===== src/rtl/mac_accumulator.sv =====
// mac_accumulator: sums a programmable-length frame of signed products from
// the Booth multiplier and hands one dot-product result to the consumer.
//
//   state   | meaning
//   --------+-----------------------------------------------------------
//   S_IDLE  | waiting for start; the last result is held on out_acc/out_ovf
//   S_ACCUM | in_ready high, adding one product per accepted beat
//   S_DONE  | out_valid high, result held until out_ready
module mac_accumulator #(
  parameter int PROD_W = 32,
  parameter int ACC_W  = 40,
  parameter int CNT_W  = 8
) (
  input  logic              clk,
  input  logic              rst,
  input  logic              start,
  input  logic [CNT_W-1:0]  len,
  input  logic              in_valid,
  output logic              in_ready,
  input  logic [PROD_W-1:0] in_prod,
  output logic              out_valid,
  input  logic              out_ready,
  output logic [ACC_W-1:0]  out_acc,
  output logic              out_ovf,
  output logic              busy
);

  typedef enum logic [1:0] {
    S_IDLE  = 2'd0,
    S_ACCUM = 2'd1,
    S_DONE  = 2'd2
  } state_t;

  state_t            state;
  state_t            state_nxt;
  logic [ACC_W-1:0]  acc;
  logic [CNT_W-1:0]  cnt;
  logic              ovf;
  logic [ACC_W-1:0]  out_acc_q;
  logic              out_ovf_q;

  logic [ACC_W-1:0]  prod_ext;
  logic [ACC_W-1:0]  sum;
  logic              add_ovf;
  logic              beat;
  logic              last_beat;

  // Replication count is always >= 1, so this also works when ACC_W == PROD_W.
  assign prod_ext  = {{(ACC_W-PROD_W+1){in_prod[PROD_W-1]}}, in_prod[PROD_W-2:0]};
  assign sum       = acc + prod_ext;
  assign add_ovf   = (acc[ACC_W-1] == prod_ext[ACC_W-1]) && (sum[ACC_W-1] != acc[ACC_W-1]);
  assign beat      = (state == S_ACCUM) && in_valid;
  assign last_beat = beat && (cnt == CNT_W'(1));

  // State register.
  always_ff @(posedge clk) begin
    if (rst) state <= S_IDLE;
    else     state <= state_nxt;
  end

  // Next-state decode.
  always_comb begin
    state_nxt = state;
    case (state)
      S_IDLE: begin
        if (start) state_nxt = (len == '0) ? S_DONE : S_ACCUM;
      end
      S_ACCUM: begin
        if (last_beat) state_nxt = S_DONE;
      end
      S_DONE: begin
        if (out_ready) state_nxt = S_IDLE;
      end
      default: state_nxt = S_IDLE;
    endcase
  end

  // Accumulator, down-counter and result registers; the result registers
  // only load on entry to S_DONE so they stay stable through the next frame.
  always_ff @(posedge clk) begin
    if (rst) begin
      acc       <= '0;
      cnt       <= '0;
      ovf       <= 1'b0;
      out_acc_q <= '0;
      out_ovf_q <= 1'b0;
    end else begin
      case (state)
        S_IDLE: begin
          if (start) begin
            cnt <= len;
            acc <= '0;
            ovf <= 1'b0;
            if (len == '0) begin
              out_acc_q <= '0;
              out_ovf_q <= 1'b0;
            end
          end
        end
        S_ACCUM: begin
          if (beat) begin
            acc <= sum;
            cnt <= cnt - CNT_W'(1);
            ovf <= ovf | add_ovf;
            if (last_beat) begin
              out_acc_q <= sum;
              out_ovf_q <= ovf | add_ovf;
            end
          end
        end
        default: ;
      endcase
    end
  end

  assign in_ready  = (state == S_ACCUM);
  assign out_valid = (state == S_DONE);
  assign busy      = (state != S_IDLE);
  assign out_acc   = out_acc_q;
  assign out_ovf   = out_ovf_q;

endmodule

===== config.mk =====
export PLATFORM = sky130hd
export DESIGN_NAME = mac_accumulator
export DESIGN_NICKNAME = d
export VERILOG_FILES = /design/src/rtl/mac_accumulator.sv
export SDC_FILE = /design/constraint.sdc
export NUM_CORES = 1
export LEC_CHECK = 0
export ABC_AREA = 0
export BUFFER_PORTS_ARGS = -buffer_cell sky130_fd_sc_hd__buf_2
export CAP_MARGIN = 20
export CORE_AREA = 2 2 108 99
export DETAILED_ROUTE_END_ITERATION = 8
export DIE_AREA = 0 0 110 101
export PLACE_DENSITY = 0.85
export RECOVER_POWER = 25
export SYNTH_ARGS = -nofsm -noshare
export SYNTH_HDL_FRONTEND = slang
export SYNTH_SLANG_ARGS = --single-unit

===== constraint.sdc =====
create_clock -name clk -period 5.85 [get_ports clk]
set_input_delay 0.585 -clock clk [delete_from_list [all_inputs] [get_ports clk]]
set_output_delay 0.585 -clock clk [all_outputs]
set_load 0.1 [all_outputs]

==> out/results.ini <==
[outcome]
status = complete, but fails checks
failed_checks = max-capacitance violations, max-slew violations

[final_layout]
drive_above_1_share_pct = 12.2
mostFrequentLayoutCells = 102 x nand2_1, 92 x dfxtp_1, 88 x a21oi_1
layout.nets = 945
layout_commonest_cell = nand2_1
area_growth_pct = 9.83
n_antenna_cell = 0

[setup_path]
critPathKind = reg2reg
critPathLaunchType = flop
worstPathArrival_ns = 3.68
r2r_slack_ns = 2.48
path_cells = mux2i_1 > nor2_2 > clkbuf_1 > nand2_2 > buf_4 > nor3_1 > inv_1 > o21ai_1
path_delay_family = buffers and inverters
worstPathBufferInverterCount = 3
timing.rr.end = out_ovf
slowest_delay_ns = 1.41
cp_slowest_cell = clkbuf_1
ff2ff_path_depth = 8
crit_required_ns = 6.16
critPathLaunch = state[0]
rr_startpoint = state[0]
end_kind = flop
worstPathMaxFanout = 55

[clock_tree]
cts_inserted_buffers = 9
htree_levels = 3
cts-root-buf = clkbuf_8
cts_sinks = 92
ctsResizeCount = 0
cts_tree = yes
ctsLongestPathBuffers = 2
postCtsSetupRepairBufs = 0
clk_pin_slew_ns = 0.09
cts_hold_buf = 0
clk_latency_ns = 0.38

[logic_synthesis]
synth_cell_types = 73
yosys_register_bits = 92
synth.top_cell.area_share_pct = 29.8
synth_area_leader_cell = dfxtp_1
netlist_instances = 812
synth-simple-area-share_pct = 24.5
synth_xor_area_share_pct = 3.55
synthTopCellsByArea = dfxtp_1 30%, ha_1 8.3%, a21oi_1 7.1%, nand2_1 6.3%, nand3_1 5.6%
synth_top_family_by_area = compound AO/OA/AOI/OAI gates
netlist_area_mm2 = 0.00618
syn-num-nets = 899
synthArstFlopShare_pct = 0
synth_compound_area_share_pct = 28.5
synth_edf_count = 0
yosys_warnings = 0
yosysSeqAreaShare_pct = 29.8
synthAdderAreaFrac_pct = 8.63
syn_area_per_cell_um2 = 7.61
synthMuxAreaShare_pct = 0.162
ys.flop_type = dfxtp_1

[route]
drt_iter0_markers = 658
drt_pass1_iterations = 7
totalWireLength_um = 17300
antenna_left = 0
drcViolationCount = 0
viasPerCell = 6.48
vias = 6430
wl_per_cell_um = 17.4

[global_route]
grt_pass1_wl_um = 28000
grt_overflow = 0
antenna_found_initial = 0
grt_usage_pct = 31.6
first_global_vias = 6021
grt_start_max_net_pins = 80

[worst_hold_path]
min-delay-start = out_acc[16]
worstHoldPathType = reg2reg
holdPathEnd = out_acc[16]
min_path_cells = 2

[place]
dp_hpwl_um = 12100
place.gp.congestion = 0.983
portBuffers = 88

[die]
rows = 35
start_util_pct = 61.6
die_area_mm2 = 0.0111
die_y_um = 101
coreArea_mm2 = 0.0100
die_w_um = 110
io_pins = 89

[timing]
fin_tns_setup_ns = 0
worst_pin_slew_ns = 1.97
setup_violations = 0
skew_ns = 0.00636
post-route-period-util_pct = 57.6
rsz0062_at_grt = no
hold_viol = 0
relSlewSlack_pct = -31.2
period_needed_ns = 3.37
max_freq_mhz = 297
drv_slew = 40

[pwr]
p_leak_uw = 0.00261
power_uw = 1740
ir_worst_vdd_mv = 0.240
p_per_area_mw_per_mm2 = 256

[run]
cap_violations = 1

synth_stat cells, drive strengths merged, types with 11 or more instances:
cell and n:
nand2 105, a21oi 93, dfxtp 92, nand3 70
nor2 56, clkbuf 50, ha 41, o21ai 38
nor3 22, a21o 20, nand4 19, xnor2 16
inv 14, o211ai 14, buf 11, o21a 11
state kept, by name, summed over array words and instances (netlist names):
name	count
ovf	1
cnt	8
out_acc	40
out_ovf	1
state	2
acc	40
worst max-delay path by stage:
stage | to | slack [ns] | cells past startpoint
after floorplan | acc[39] | 3.09 | 10
after global placement | acc[39] | 2.76 | 10
after detailed placement | acc[39] | 2.64 | 10
after CTS | out_acc[39] | 2.85 | 8
after global routing | out_ovf | 2.28 | 8
final | out_ovf | 2.48 | 8
report_power, final:
part           switching, µW  internal (µW)
logic                    420            166
clock network            239            224
registers               26.8            662
total                    686           1050
through the flow:
| stage | std cells | instance area (µm²) | utilization [%] | hold slack [ns] | setup slack, ns |
|---|---|---|---|---|---|
| finish | 992 | 6780 | 67.6 | 0.460 | 2.48 |
| global route | 992 | 6780 | 67.6 | 0.471 | 2.28 |
| CTS | 991 | 6800 | 67.8 | 0.458 | 2.85 |
| detailed placement | 975 | 6590 | 65.7 | 0.445 | 2.64 |
| global placement | 975 | 6590 | 65.7 | 0.441 | 2.76 |
| floorplan | 812 | 6180 | - | 0.440 | 3.09 |
worst min-delay path, stage by stage (launching register included):
cell and delay (ns):
dfxtp_1 0.32, nand2_1 0.05, a21oi_1 0.05
cells by family (layout without fill, tap and decap cells):
| kind of cell | Yosys count | in the layout |
|---|---|---|
| compound gates | 258 | 258 |
| flops | 92 | 92 |
| xor+xnor | 25 | 25 |
| simple gates | 319 | 319 |
| fa+ha+maj | 42 | 42 |
| buf+inv | 75 | 126 |
| mux | 1 | 1 |
metal layers:
metal	GRT usage, %	vias to the layer above	share of wire, %
met3	5.30	60	6.3
met4	15.1	0	3.6
met2	52.7	294	47
met1	39.5	3002	43
li1	-	3074	-
met5	0	-	0
area by class of cell:
| type | count | area, µm² |
|---|---|---|
| repair buffers | 96 | 475 |
| multi-input cells | 645 | 4040 |
| clock buffers | 12 | 155 |
| inverters | 14 | 52.6 |
| fillers | 883 | 3250 |
| clock inverters | 4 | 55.1 |
| flip-flops and latches | 92 | 1840 |
| well taps | 129 | 161 |
Power figures use the tool's default switching activity.
